<file path="config.mk">
export PLATFORM = sky130hd
export DESIGN_NAME = add_sub_pipe_flat
export DESIGN_NICKNAME = d
export VERILOG_FILES = /design/src/rtl/add_sub_pipe_pkg.sv /design/src/rtl/add_sub_pipe_if.sv /design/src/rtl/add_sub_pipe_seg.sv /design/src/rtl/add_sub_pipe.sv /design/src/flat_wrapper.sv
export SDC_FILE = /design/constraint.sdc
export NUM_CORES = 1
export LEC_CHECK = 0
export BUFFER_PORTS_ARGS = -buffer_cell sky130_fd_sc_hd__clkbuf_2
export CORE_ASPECT_RATIO = 0.8
export CORE_MARGIN = 2
export CORE_UTILIZATION = 58
export CTS_CLUSTER_DIAMETER = 100
export DETAILED_ROUTE_END_ITERATION = 8
export PLACE_DENSITY = 0.91
export SYNTH_ARGS = -nofsm -noshare
export SYNTH_HDL_FRONTEND = slang
export SYNTH_SLANG_ARGS = --single-unit
</file>
<file path="constraint.sdc">
create_clock -name clk -period 2.79 [get_ports clk]
set_input_delay 0.1395 -clock clk [delete_from_list [all_inputs] [get_ports clk]]
set_output_delay 0.1395 -clock clk [all_outputs]
set_load 0.02 [all_outputs]
</file>
<file path="src/rtl/add_sub_pipe_pkg.sv">
// Shared types for the pipelined add/subtract/compare unit: operation codes,
// the flag bundle and a small decode helper.
package add_sub_pkg;

  typedef enum logic [1:0] {
    OP_ADD  = 2'd0,
    OP_SUB  = 2'd1,
    OP_SLT  = 2'd2,
    OP_SLTU = 2'd3
  } op_e;

  typedef struct packed {
    logic v;
    logic c;
    logic z;
    logic s;
  } flags_t;

  // SUB, SLT and SLTU all run the adder as a + ~b + 1.
  function automatic logic is_sub(op_e op);
    return op != OP_ADD;
  endfunction

endpackage

</file>
<file path="src/rtl/add_sub_pipe_if.sv">
// Request/response bundle of add_sub_pipe; the master issues operations and
// consumes results, the slave is the pipeline itself.
interface add_sub_pipe_if
  import add_sub_pkg::*;
#(
  parameter int WIDTH = 32
) ();

  logic             in_valid;
  logic             in_ready;
  op_e              op;
  logic [WIDTH-1:0] a;
  logic [WIDTH-1:0] b;
  logic             out_valid;
  logic             out_ready;
  logic [WIDTH-1:0] result;
  logic             flag_v;
  logic             flag_c;
  logic             flag_z;
  logic             flag_s;

  modport master (
    output in_valid, op, a, b, out_ready,
    input  in_ready, out_valid, result, flag_v, flag_c, flag_z, flag_s
  );

  modport slave (
    input  in_valid, op, a, b, out_ready,
    output in_ready, out_valid, result, flag_v, flag_c, flag_z, flag_s
  );

endinterface

</file>
<file path="src/rtl/add_sub_pipe_seg.sv">
// One carry-chain segment: a combinational SEG_W-bit adder that also exposes
// the carry into its MSB so the top segment can form the overflow flag.
module add_sub_seg #(
  parameter int SEG_W = 8
) (
  input  logic [SEG_W-1:0] x,
  input  logic [SEG_W-1:0] y,
  input  logic             cin,
  output logic [SEG_W-1:0] sum,
  output logic             cout,
  output logic             c_msb_in
);

  logic [SEG_W-1:0] low;
  logic [1:0]       high;

  // Split at the MSB so the carry into it is visible without a second adder.
  assign low  = {1'b0, x[SEG_W-2:0]} + {1'b0, y[SEG_W-2:0]} + SEG_W'(cin);
  assign high = {1'b0, x[SEG_W-1]} + {1'b0, y[SEG_W-1]} + {1'b0, low[SEG_W-1]};

  assign sum      = {high[0], low[SEG_W-2:0]};
  assign c_msb_in = low[SEG_W-1];
  assign cout     = high[1];

endmodule

</file>
<file path="src/rtl/add_sub_pipe.sv">
// Pipelined add/sub/compare unit: the carry chain is cut into STAGES registered
// segments, the whole pipe advancing together under downstream back-pressure.
module add_sub_pipe
  import add_sub_pkg::*;
#(
  parameter int WIDTH  = 32,
  parameter int STAGES = 4
) (
  input logic           clk,
  input logic           rst_n,
  add_sub_pipe_if.slave bus
);

  localparam int SEG_W = WIDTH / STAGES;

  if ((STAGES < 1) || (STAGES > 8) || (WIDTH % STAGES != 0) || (SEG_W < 4)) begin : g_bad_param
    $error("add_sub_pipe: WIDTH must split into 1..8 segments of at least 4 bits");
  end

  logic             adv;
  logic             fin_valid_q;
  op_e              fin_op_q;
  logic [WIDTH-1:0] fin_sum_q;
  logic             fin_carry_q;
  logic             fin_cmsb_q;

  // The pipe only moves as a unit: a held result freezes every stage behind it.
  assign adv          = ~fin_valid_q | bus.out_ready;
  assign bus.in_ready = adv;

  for (genvar k = 0; k < STAGES; k++) begin : g_stage
    localparam int LO   = k * SEG_W;
    localparam int HI_W = WIDTH - LO;

    logic [HI_W-1:0]     x_in;
    logic [HI_W-1:0]     y_in;
    logic                cin;
    logic                valid_in;
    op_e                 op_in;
    logic [SEG_W-1:0]    seg_sum;
    logic                seg_cout;
    logic                seg_cmsb;
    logic [LO+SEG_W-1:0] sum_cur;

    if (k == 0) begin : g_head
      // NOTE: every signal is assigned on every path through always_comb, so no latch can form.
      always_comb begin
        valid_in = bus.in_valid;
        op_in    = bus.op;
        x_in     = bus.a;
        cin      = is_sub(bus.op);
        y_in     = cin ? ~bus.b : bus.b;
      end
      assign sum_cur = seg_sum;
    end else begin : g_tail
      assign valid_in = g_stage[k-1].g_mid.valid_q;
      assign op_in    = g_stage[k-1].g_mid.op_q;
      assign x_in     = g_stage[k-1].g_mid.x_q;
      assign y_in     = g_stage[k-1].g_mid.y_q;
      assign cin      = g_stage[k-1].g_mid.carry_q;
      assign sum_cur  = {seg_sum, g_stage[k-1].g_mid.sum_q};
    end

    add_sub_seg #(
      .SEG_W(SEG_W)
    ) u_seg (
      .x        (x_in[SEG_W-1:0]),
      .y        (y_in[SEG_W-1:0]),
      .cin      (cin),
      .sum      (seg_sum),
      .cout     (seg_cout),
      .c_msb_in (seg_cmsb)
    );

    if (k < STAGES - 1) begin : g_mid
      logic                 valid_q;
      op_e                  op_q;
      logic [HI_W-SEG_W-1:0] x_q;
      logic [HI_W-SEG_W-1:0] y_q;
      logic [LO+SEG_W-1:0]  sum_q;
      logic                 carry_q;
      logic                 unused_cmsb;

      // Carry into a segment MSB only matters for the top segment.
      assign unused_cmsb = seg_cmsb;

      // NOTE: pipeline data is reset together with the valid bits; it is cheap
      // here and keeps every stage defined from the first cycle.
      always_ff @(posedge clk or negedge rst_n) begin
        if (!rst_n) begin
          valid_q <= 1'b0;
          op_q    <= OP_ADD;
          x_q     <= '0;
          y_q     <= '0;
          sum_q   <= '0;
          carry_q <= 1'b0;
        end else if (adv) begin
          // NOTE: non-blocking assignments so every stage samples the pre-edge value of its neighbour.
          valid_q <= valid_in;
          op_q    <= op_in;
          x_q     <= x_in[HI_W-1:SEG_W];
          y_q     <= y_in[HI_W-1:SEG_W];
          sum_q   <= sum_cur;
          carry_q <= seg_cout;
        end
      end
    end else begin : g_last
      always_ff @(posedge clk or negedge rst_n) begin
        if (!rst_n) begin
          fin_valid_q <= 1'b0;
          fin_op_q    <= OP_ADD;
          fin_sum_q   <= '0;
          fin_carry_q <= 1'b0;
          fin_cmsb_q  <= 1'b0;
        end else if (adv) begin
          fin_valid_q <= valid_in;
          fin_op_q    <= op_in;
          fin_sum_q   <= sum_cur;
          fin_carry_q <= seg_cout;
          fin_cmsb_q  <= seg_cmsb;
        end
      end
    end
  end

  flags_t           flags;
  logic [WIDTH-1:0] res;

  always_comb begin
    flags.c = fin_carry_q;
    flags.v = fin_cmsb_q ^ fin_carry_q;
    flags.s = fin_sum_q[WIDTH-1];
    flags.z = (fin_sum_q == '0);
    res     = fin_sum_q;
    case (fin_op_q)
      OP_SLT:  res = {{(WIDTH-1){1'b0}}, flags.s ^ flags.v};
      OP_SLTU: res = {{(WIDTH-1){1'b0}}, ~flags.c};
      default: res = fin_sum_q;
    endcase
  end

  // Outputs read as zero whenever no result is being presented.
  assign bus.out_valid = fin_valid_q;
  assign bus.result    = fin_valid_q ? res : '0;
  assign bus.flag_v    = fin_valid_q & flags.v;
  assign bus.flag_c    = fin_valid_q & flags.c;
  assign bus.flag_z    = fin_valid_q & flags.z;
  assign bus.flag_s    = fin_valid_q & flags.s;

endmodule

</file>
<file path="src/flat_wrapper.sv">
// flat-port wrapper written by rule: the top's interface ports become plain ports
module add_sub_pipe_flat import add_sub_pkg::*;
#(
  parameter int WIDTH  = 32,
  parameter int STAGES = 4
)
  (clk, rst_n, bus_in_valid, bus_op, bus_a, bus_b, bus_out_ready, bus_in_ready, bus_out_valid, bus_result, bus_flag_v, bus_flag_c, bus_flag_z, bus_flag_s);
  add_sub_pipe_if #(.WIDTH(WIDTH)) bus_i ();
  input logic clk;
  input logic rst_n;
  input wire logic [$bits(bus_i.in_valid)-1:0] bus_in_valid;
  input wire logic [$bits(bus_i.op)-1:0] bus_op;
  input wire logic [$bits(bus_i.a)-1:0] bus_a;
  input wire logic [$bits(bus_i.b)-1:0] bus_b;
  input wire logic [$bits(bus_i.out_ready)-1:0] bus_out_ready;
  output wire logic [$bits(bus_i.in_ready)-1:0] bus_in_ready;
  output wire logic [$bits(bus_i.out_valid)-1:0] bus_out_valid;
  output wire logic [$bits(bus_i.result)-1:0] bus_result;
  output wire logic [$bits(bus_i.flag_v)-1:0] bus_flag_v;
  output wire logic [$bits(bus_i.flag_c)-1:0] bus_flag_c;
  output wire logic [$bits(bus_i.flag_z)-1:0] bus_flag_z;
  output wire logic [$bits(bus_i.flag_s)-1:0] bus_flag_s;
  assign bus_i.in_valid = bus_in_valid;
  assign bus_i.op = bus_op;
  assign bus_i.a = bus_a;
  assign bus_i.b = bus_b;
  assign bus_i.out_ready = bus_out_ready;
  assign bus_in_ready = bus_i.in_ready;
  assign bus_out_valid = bus_i.out_valid;
  assign bus_result = bus_i.result;
  assign bus_flag_v = bus_i.flag_v;
  assign bus_flag_c = bus_i.flag_c;
  assign bus_flag_z = bus_i.flag_z;
  assign bus_flag_s = bus_i.flag_s;
  add_sub_pipe #(.WIDTH(WIDTH), .STAGES(STAGES)) u_core (.clk(clk), .rst_n(rst_n), .bus(bus_i));
endmodule
</file>
* After elaboration in Yosys (flattened, before gate mapping)
Index checks and enable logic that the tools add are counted.
** Storage, ports and cells
- Register bits after elaboration :: 193
- Input port bits :: 70
- Output and inout bits :: 38
- Word-level logic and storage cells :: 56
** Cells by class
- Add/sub/neg operators :: 16
- Eq/ne operators :: 2
- Multiplexer cells :: 3
- Bitwise logic cells :: 10
- Reduce and logical (&&, ||, !) cells :: 2
** Operator list (count)
- $mux W32 :: 2
- $pmux W32 S2 :: 1
- $add A7 B7 Y8 :: 4
- $add A8 B1 Y8 :: 4
- $logic_not A32 Y1 :: 1
- $not A32 Y32 :: 1
- $add A1 B1 Y2 :: 4
- $add A2 B1 Y2 :: 4
- $and A1 B1 Y1 :: 4
- $eq A2 B2 Y1 const B :: 2
- $not A1 Y1 :: 2
- $reduce_bool A2 Y1 :: 1
- $xor A1 B1 Y1 :: 2
- $or A1 B1 Y1 :: 1

* Depth between registers and ports, before layout
Gate-level depths: netlist (run 1).
- Word-level depth :: 5
- Depth in mapped cells :: 11
- Depth with buffers taken out :: 11

* By module
A second synthesis (run 1) with hierarchy kept.
** Unflattened totals
- Cell total of the unflattened synthesis :: 700
- Area, all modules :: 9550.4 um2
** By module, submodules not included
- add_sub_pipe :: times used 1, cells each 530, area an instance 8212.9 um2
- add_sub_seg at u_core.g_stage[1].u_seg ... :: times used 3, cells each 42, area an instance 334.1 um2
- add_sub_seg at u_core.g_stage[0].u_seg :: times used 1, cells each 44, area an instance 335.3 um2

* Worst setup path after synthesis (run 1)
No wires, ideal clock.
- Kind :: reg-to-reg
- From :: register u_core.g_stage[1].g_mid.carry_q
- To :: register u_core.g_stage[2].g_mid.sum_q[23]
- Library setup time :: 0.077 ns
- Arrival time :: 2.143 ns
- Slack :: 0.570 ns
- Cell stages (with the launch flop) :: 9
- Clock period less this slack :: 2.220 ns
- Cell sequence :: dfrtp_1 > fa_1 > a21oi_1 > o311ai_1 > a21o_1 > a21o_1 > a21oi_1 > fa_1 > a21oi_1
** On the way
- Cells in the longest elaborated chain, start to end :: 2
** Ends and longest elaborated chain
- from (decl) :: RTL line add_sub_pipe.sv:81 : logic carry_q;
- from (signal assigned) :: RTL line add_sub_pipe.sv:104 : carry_q <= seg_cout;
- $add A8 B1 Y8 :: RTL line add_sub_pipe_seg.sv:18 : assign low = {1'b0, x[SEG_W-2:0]} + {1'b0, y[SEG_W-2:0]} + SEG_W'(cin);
- $add A2 B1 Y2 :: RTL line add_sub_pipe_seg.sv:19 : assign high = {1'b0, x[SEG_W-1]} + {1'b0, y[SEG_W-1]} + {1'b0, low[SEG_W-1]};
- to (signal assigned) :: RTL line add_sub_pipe.sv:103 : sum_q <= sum_cur;
- to (decl) :: RTL line add_sub_pipe.sv:80 : logic [LO+SEG_W-1:0] sum_q;
Every way passes these cells.
A chain may end at the register's enable or synchronous reset.

* Worst setup path after layout (run 1)
- From :: input bus_op[1]
- To :: register u_core.g_stage[0].g_mid.sum_q[7]
** On the way
- Cells in the longest elaborated chain, start to end :: 5
- Elaborated cells between the ends (all ways) :: 6
- Those cells by class :: add/sub: 4; mux: 1; reduce/logical: 1
** Ends and longest elaborated chain
- from (decl) :: RTL line flat_wrapper.sv:12 : input wire logic [$bits(bus_i.op)-1:0] bus_op;
- $reduce_bool A2 Y1 * :: RTL line add_sub_pipe_pkg.sv:21 : return op != OP_ADD;
- $mux W32 :: RTL line add_sub_pipe.sv:52 : y_in = cin ? ~bus.b : bus.b;
- $add A7 B7 Y8 :: RTL line add_sub_pipe_seg.sv:18
- $add A8 B1 Y8 :: RTL line add_sub_pipe_seg.sv:18
- $add A2 B1 Y2 * :: RTL line add_sub_pipe_seg.sv:19
- net u_core.g_stage[0].seg_sum[7] :: RTL line add_sub_pipe.sv:40 : logic [SEG_W-1:0] seg_sum;
- to (signal assigned) :: RTL line add_sub_pipe.sv:103
- to (decl) :: RTL line add_sub_pipe.sv:80
Mark *: on every way through the listed nets, which the timed path passes. The rest lies on a longest branch.

==> results of run 1 <==
-- how the worst min path moves through the flow --
stage / startpoint / to / slack [ns] / depth (start not counted)
4_1_cts: bus_b[19] / u_core.g_stage[0].g_mid.y_q[11] / 0.0002 / 3
3_3_place_gp: rst_n / u_core.fin_sum_q[22] / 0.23 / 1
2_1_floorplan: rst_n / u_core.bus.out_valid / -0.16 / 0
6_report: bus_b[10] / u_core.g_stage[0].g_mid.y_q[2] / 0.01 / 3
3_5_place_dp: rst_n / u_core.fin_sum_q[22] / 0.24 / 1
5_1_grt: bus_b[19] / u_core.g_stage[0].g_mid.y_q[11] / 0.007 / 3
-- critical path, stage by stage --
cell and delay, ns:
dlygate4sd3_1 0.53, clkbuf_2 0.16, nor2_4 0.28, xnor2_1 0.16
ha_1 0.28, or3_1 0.32, o21ai_0 0.15, a31oi_4 0.06
nand3_1 0.10, nand2_1 0.07, fa_1 0.50, nand2_1 0.05
nand2_1 0.08
-- registers in the layout, summed over array words and instances (netlist names) --
register	count
u_core.g_stage.g_mid.sum_q	48
u_core.g_stage.g_mid.op_q	6
u_core.fin_op_q	2
u_core.bus.out_valid	1
u_core.fin_carry_q	1
u_core.g_stage.g_mid.x_q	48
u_core.g_stage.g_mid.valid_q	3
u_core.fin_sum_q	32
u_core.g_stage.g_mid.y_q	48
u_core.fin_cmsb_q	1
u_core.g_stage.g_mid.carry_q	3
-- per-stage QoR --
step                instances   util
finish                   1316  0.708
global route             1316  0.708
CTS                      1316  0.708
detailed placement       1242  0.639
global placement         1242  0.639
floorplan                 984      -
-- timing repair --
item / CTS / global route
hold buffers: 42 / 0
hold endpoints to repair: 122 / 0
gates resized for setup: 0 / 1
setup endpoints to repair: 0 / 1
-- area by class of cell --
class | instances | area, sq um | share of cell area
Inverter | 24 | 95.1 | 0.00894
Clock inverter | 8 | 125 | 0.0118
Multi-Input combinational cell | 718 | 3770 | 0.355
Clock buffer | 24 | 492 | 0.0462
Timing Repair Buffer | 160 | 1080 | 0.102
Sequential cell | 193 | 4830 | 0.454
Tap cell | 189 | 236 | 0.0222
-- power groups by stage --
stage	logic, uW	clock network, uW	registers, uW
after detailed placement	4580	0	4940
after CTS	4700	2550	4910
after floorplan	3560	0	4650
final	4690	2510	4920
after global placement	4390	0	4870
after global routing	5330	2670	5070
-- synth_stat cells, types with 3 or more instances --
library cell  number  area [sq um]
a21o_1             6          45.0
a21oi_1           57           285
and2_1            34           213
buf_2             37           185
clkbuf_1           9          33.8
dfrtp_1          193          4830
fa_1              11           220
ha_1              24           300
inv_1             23          86.3
nand2_1          410          1540
nand2b_1           4          25.0
nor2_1            49           184
nor2b_1            6          37.5
nor3_1             3          15.0
nor4_1             6          37.5
o21a_1             5          37.5
o21ai_0            6          30.0
o21ai_1           19          95.1
o311ai_1           3          26.3
o31a_1             3          26.3
xnor2_1           42           368
xor2_1             6          52.6
-- cell families after synthesis --
kind of cell             share of synthesized area
buffers and inverters                       0.0376
multiplexers                               0.00112
adder cells (fa/ha/maj)                     0.0583
XOR/XNOR                                    0.0471
AND/OR/NAND/NOR                              0.239
AO/OA/AOI/OAI                               0.0754
flip-flops                                   0.541
-- layout by cell type, fill, tap and decap left out, types with 4 or more instances in the layout --
cell type,n
nand2_1,410
and2_1,34
xor2_1,6
inv_1,23
dfrtp_1,193
nor4_1,6
nor2_1,49
clkbuf_2,106
xnor2_1,42
o21ai_1,19
clkbuf_8,5
fa_1,11
o21a_1,5
o21ai_0,6
dlygate4sd3_1,42
a21o_1,6
a21oi_1,57
nor2b_1,5
ha_1,24
clkbuf_16,17
nand2b_1,4
buf_4,8
-- per-layer routing --
metal | up-vias | wire, um | part of all wire
met4 | 0 | 262 | 0.014
met5 | - | 0 | 0
li1 | 3371 | - | -
met1 | 3244 | 9180 | 0.49
met2 | 213 | 8300 | 0.44
met3 | 23 | 993 | 0.053
==> key figures, run 1 <==
STA
  – Clock skew: between 0.015 and 0.02 ns
  – Peak Freq: 398 MHz
  – Fin crit share: 0.900
  – Fin. Hold Viols: 0
  – Worst Tran Pin Value: approximately 0.68 ns
  – Tmin final: 2.51 ns
  – Slew Viols, Final: 0
  – Post-route setup TNS: 0 ns
  – Setup ws final: 0.279 ns
  – Max-slew headroom: 0.546
  – Final setup fails: 0
  – RSZ-0062 raised after global routing: false
  – Hold slack: 0.0130 ns

Finish
  – Layout area overhead: 19.2%
  – Final Cell Area: 10600 sq um
  – Diodes inserted: 0
  – Layout cells sized above 1: 0.136
  – Nets@finish: 1219
  – Fillcell total: 1056

Power
  – Clock network power share: 0.207
  – VDD IR max: 0.000609 V
  – Switch share: 0.383
  – LEAKAGE: 0.00541 uW
  – Internal power: 7470 uW
  – Sequential fraction of design power: 0.406
  – Comb power frac: 0.387
  – Sw power: 4650 uW
  – Power per cell area: 1140 nW/um^2
  – Tot Pwr: 12100 uW

Min path
  – HP Class: in -> reg

Logic synthesis
  – Cells after synthesis: 984
  – Post-synth EDFFs: 0
  – Syn Nets: 1089
  – Synth Cell Area: 8920 sq um
  – Async S/R FF share, synth: 1.00
  – Mapped Avg Cell Area: 9.07 sq um
  – Synthesized flop and latch total: 193
  – Sequential share of the synthesized area: 0.541
  – Most used flip-flop cell after synthesis: dfrtp_1
  – Ys Warns: 0
  – Netlist cell types: 42

Placed design
  – Place WS: 0.272 ns
  – Dpl hpwl: about 12 mm
  – Input/output buffers: 107
  – Placed cell area: roughly 9600 sq um
  – Placer Congestion: between 0.8 and 0.9

Critical path
  – R2R cell count: 8
  – Crit end category: register
  – Startpoint type of the worst setup path: input port
  – Critical Path Source: bus_op[1]
  – Crit Path Max Fanout: 7
  – Reg-to-Reg End: u_core.g_stage[2].g_mid.sum_q[23]
  – Required @ worst endpoint: about 3.2 ns
  – Critical path arrival: just under 3 ns
  – CP endpoint: u_core.g_stage[0].g_mid.sum_q[7]
  – R2r startpoint: u_core.g_stage[1].g_mid.carry_q
  – Reg2reg setup slack: 0.33 ns
  – Worst setup path class: in -> reg

Drt
  – Drt first pass iters: 5
  – Drt via density: 5.21
  – Avg WL per Cell: 14.2 um
  – Residual DRC: 0
  – Vias: 6851
  – Iteration-0 DRC Markers: 491
  – Final ANT Viol Nets: 0
  – Routed Wire Length: 18.7 mm

GRT
  – Global Route met2 Usage: 0.360
  – Vias in the first global route: 6454
  – GRT met3 Usage: 0.0446
  – Largest net degree at the start of global routing: between 150 and 200
  – Total GRT Usage: 0.247
  – First-pass GRT wire length: between 30 and 40 mm
  – Grt ovf: 0
  – Top Usage Layer GRT: met1
  – Met1 GRT Util: 0.380
  – Initial antenna violation count: 0

Clock network
  – Clk_lat worst skew: roughly 0.44 ns
  – Clk pin slew, worst setup/hold paths: approximately 0.060 ns
  – Num Clock Sinks: 193
  – CTS Buf Count: 17
  – CTS tree: built
  – Post-CTS Setup Inserts: 0
  – Root buffer cell: clkbuf_16
  – Clock Tree Buf Depth: 2
  – H-tree Lvls: 4

Die
  – Rows: 40
  – Die area: 16400 sq um
  – Die Ht: 115 um
  – I/O pin cnt: 108
  – Initial Util: 0.594
  – Core footprint: roughly 15000 sq um
  – Die W: 143 um

Outcome
  – Status: finished, final reports clean

Flow run
  – Max Cap Violations: 0
(Power assumes the default switching activity.)
==> inputs of run 2 (changes only) <==
--- a/config.mk
+++ b/config.mk
@@ -8,10 +8,10 @@
 export BUFFER_PORTS_ARGS = -buffer_cell sky130_fd_sc_hd__clkbuf_2
 export CORE_ASPECT_RATIO = 0.8
 export CORE_MARGIN = 2
-export CORE_UTILIZATION = 58
+export CORE_UTILIZATION = 35
 export CTS_CLUSTER_DIAMETER = 100
 export DETAILED_ROUTE_END_ITERATION = 8
-export PLACE_DENSITY = 0.91
+export PLACE_DENSITY = 0.64
 export SYNTH_ARGS = -nofsm -noshare
 export SYNTH_HDL_FRONTEND = slang
 export SYNTH_SLANG_ARGS = --single-unit
==> constraint.sdc (replaced) <==
create_clock -name clk -period 2.5 [get_ports clk]
set_input_delay 0.125 -clock clk [delete_from_list [all_inputs] [get_ports clk]]
set_output_delay 0.125 -clock clk [all_outputs]
set_load 0.02 [all_outputs]
==> run 2 against run 1 <==
Net effect: core utilization decreased by 28 points; flip-flop and latch count did not move; via count decreased by 4.7%; largest cell class unchanged; non-clock buffer count increased by 3; clock power rose by 2%; sequential share of layout area shrank 0.68 points; first-iteration DRC count fell by 8.8%; routed wire length grew 4.2%.
==> key figures, run 2 (synthesized netlist as in run 1, its figures left out) <==
Outcome
  – Status: finished, final reports clean (unchanged)

Finish
  – Commonest non-fill, non-tap cells in the layout: 410 x nand2_1, 193 x dfrtp_1, 106 x clkbuf_2 (unchanged)
  – Largest registers: u_core.g_stage.g_mid.sum_q: 48 flops, u_core.g_stage.g_mid.x_q: 48 flops, u_core.g_stage.g_mid.y_q: 48 flops (unchanged)
  – Diodes inserted: 0 (unchanged)
  – Layout area overhead: 21.0% (was 19.2%)
  – Final Cell Area: 10800 sq um (was 10600 sq um)
  – Leading cell type in the layout, fill and taps excluded: nand2_1 (unchanged)
  – Nets@finish: 1222 (was 1219)
  – Layout cells sized above 1: 0.139 (was 0.136)

STA
  – Worst Tran Pin Value: 0.685 ns (was 0.681 ns)
  – RSZ-0062 raised after global routing: false (unchanged)
  – Fin. Hold Viols: 0 (unchanged)
  – Tmin final: 2.36 ns
  – Setup ws final: 0.143 ns (was 0.279 ns)
  – Peak Freq: ~420 MHz
  – Fin crit share: 0.943
  – Clock skew: 0.00997 ns (was 0.0191 ns)
  – Final setup fails: 0 (unchanged)
  – Slew Viols, Final: 0 (unchanged)
  – Max-slew headroom: 0.544 (was 0.546)
  – Post-route setup TNS: 0 ns (unchanged)

Power
  – LEAKAGE: 0.00540 uW (was 0.00541 uW)
  – Power per cell area: 1230 nW/um^2 (was 1140 nW/um^2)
  – VDD IR max: 0.000573 V (was 0.000609 V)

Clock network
  – Num Clock Sinks: 193 (unchanged)
  – Clk_lat worst skew: 0.43 ns (was 0.44 ns)
  – Clk pin slew, worst setup/hold paths: 0.07 ns (was 0.06 ns)
  – Clock Tree Buf Depth: 2 (unchanged)
  – Root buffer cell: clkbuf_16 (unchanged)
  – H-tree Lvls: 4 (unchanged)
  – CTS tree: built (unchanged)
  – CTS Buf Count: 17 (unchanged)

Die
  – Die W: 183 um (was 143 um)
  – Core footprint: 25200 sq um (was 15000 sq um)
  – Initial Util: 0.354 (was 0.594)
  – I/O pin cnt: 108 (unchanged)
  – Rows: 52 (was 40)
  – Die Ht: 147 um (was 115 um)
  – Die area: 26800 sq um (was 16400 sq um)

Critical path
  – Most used cell, CP: nand2_1 (unchanged)
  – Crit end category: register (unchanged)
  – R2r startpoint: u_core.g_stage[1].g_mid.carry_q (unchanged)
  – Crit Path Max Fanout: 4 (was 7)
  – Reg-to-Reg End: u_core.g_stage[2].g_mid.sum_q[23] (unchanged)
  – Worst setup path class: in -> reg (unchanged)
  – Critical path arrival: 2.73 ns (was 2.89 ns)
  – Startpoint type of the worst setup path: input port (unchanged)
  – Crit-path cells: dlygate4sd3_1 -> clkbuf_2 -> nor2_4 -> xnor2_1 -> ha_1 -> or3_1 -> o21ai_0 -> a31oi_4 -> nand3_1 -> nand2_1 -> fa_1 -> nand2_1 -> nand2_1 (unchanged)
  – Slowest-stage cell, CP: dlygate4sd3_1 (unchanged)
  – R2R cell count: 8 (unchanged)
  – Required @ worst endpoint: 2.87 ns (was 3.17 ns)
  – Reg2reg setup slack: 0.15 ns (was 0.33 ns)
  – Max incr delay on CP: 0.55 ns (was 0.53 ns)

GRT
  – Grt ovf: 0 (unchanged)
  – Initial antenna violation count: 0 (unchanged)
  – Vias in the first global route: 6340 (was 6454)
  – Total GRT Usage: 0.154 (was 0.247)
  – First-pass GRT wire length: 32.9 mm (was 31.7 mm)
  – Largest net degree at the start of global routing: 157 (unchanged)

Placed design
  – Input/output buffers: 107 (unchanged)
  – Dpl hpwl: 13.5 mm (was 12.2 mm)
  – Place WS: 0.131 ns (was 0.272 ns)
  – Placer Congestion: 0.776 (was 0.870)
  – Placed cell area: 9770 sq um (was 9590 sq um)

Drt
  – Routed Wire Length: 19.5 mm (was 18.7 mm)
  – Met2 routed WL: 7.76 mm (was 8.30 mm)
  – Drt first pass iters: 4 (was 5)
  – Residual DRC: 0 (unchanged)
  – Drt via density: 4.49 (was 5.21)
  – M1 wire length: 11.0 mm (was 9.18 mm)
  – Final ANT Viol Nets: 0 (unchanged)
  – Vias: 6527 (was 6851)
  – Iteration-0 DRC Markers: 448 (was 491)
  – Max Used Layer: met4 (unchanged)
  – Met3 WL post-DR: 677 um (was 993 um)
  – Avg WL per Cell: 13.4 um (was 14.2 um)

Min path
  – Hold_sp: bus_b[25] (was bus_b[10])
  – Cells on Worst Hold Path: 3 (unchanged)
  – HP Class: in -> reg (unchanged)
  – Worst hold endpoint: u_core.g_stage[0].g_mid.y_q[17] (was u_core.g_stage[0].g_mid.y_q[2])

Flow run
  – Max Cap Violations: 0 (unchanged)
## run 2: cell types whose count changed in the layout (fill, tap and decap cells not counted), sizes merged
cell	change
clkbuf	-5
dlygate4sd3	+4
clkinvlp	+2
clkinv	+4
buf	-1
bufinv	-3
inv	+2
## run 2: per-layer routing
layer  global-route usage  up-vias
li1                     -     3384
met1                0.252     3014
met2                0.204      118
met3               0.0322       11
met4               0.0343        0
met5                    0        -
## run 2: final cells by class
type                            count  area [sq um]
Fill cell                        2510         14400
Sequential cell                   193          4830
Multi-Input combinational cell    718          3780
Timing Repair Buffer              163          1130
Clock buffer                       19           453
Tap cell                          324           405
Clock inverter                     13           105
Inverter                           24          95.1
## run 2: per-stage QoR
stage / hold WS, ns / power, uW / cells / util
final: 0.0246 / 13300 / 1454 / 0.429
after global routing: 0.0236 / 14500 / 1454 / 0.429
after CTS: 0.00482 / 13500 / 1454 / 0.428
after detailed placement: 0.175 / 10800 / 1376 / 0.388
after global placement: 0.181 / 10600 / 1376 / 0.388
after floorplan: -0.171 / 9170 / 984 / -
## run 2: where the power goes
group          leakage (uW)  switching, uW  internal (uW)
sequential          0.00230            942           4530
clock              0.000268           1210           1340
combinational       0.00283           3160           2140
## run 2: worst max-delay path by stage
stage	from	to	slack, ns	depth (start not counted)
4_1_cts	bus_op[0]	u_core.g_stage[0].g_mid.sum_q[7]	0.09	13
2_1_floorplan	u_core.g_stage[1].g_mid.carry_q	u_core.g_stage[2].g_mid.sum_q[23]	0.28	8
3_3_place_gp	u_core.g_stage[0].g_mid.carry_q	u_core.g_stage[1].g_mid.sum_q[15]	0.19	8
6_report	bus_op[0]	u_core.g_stage[0].g_mid.sum_q[7]	0.14	13
3_5_place_dp	u_core.g_stage[1].g_mid.carry_q	u_core.g_stage[2].g_mid.sum_q[23]	0.13	8
5_1_grt	bus_op[0]	u_core.g_stage[0].g_mid.sum_q[7]	0.0003	13
## run 2: repair_timing
action	CTS	global route
setup endpoints to repair	0	3
endpoints found under the hold margin	113	0
buffers inserted	0	0
resized for setup	0	3
hold buffers	46	0
## run 2: critical path: cells and delay by family
kind | cells | cell delay (ns)
simple gates | 6 | 0.75
xor+xnor | 1 | 0.14
fa+ha+maj | 2 | 0.80
compound gates | 2 | 0.21
buf+inv | 2 | 0.71
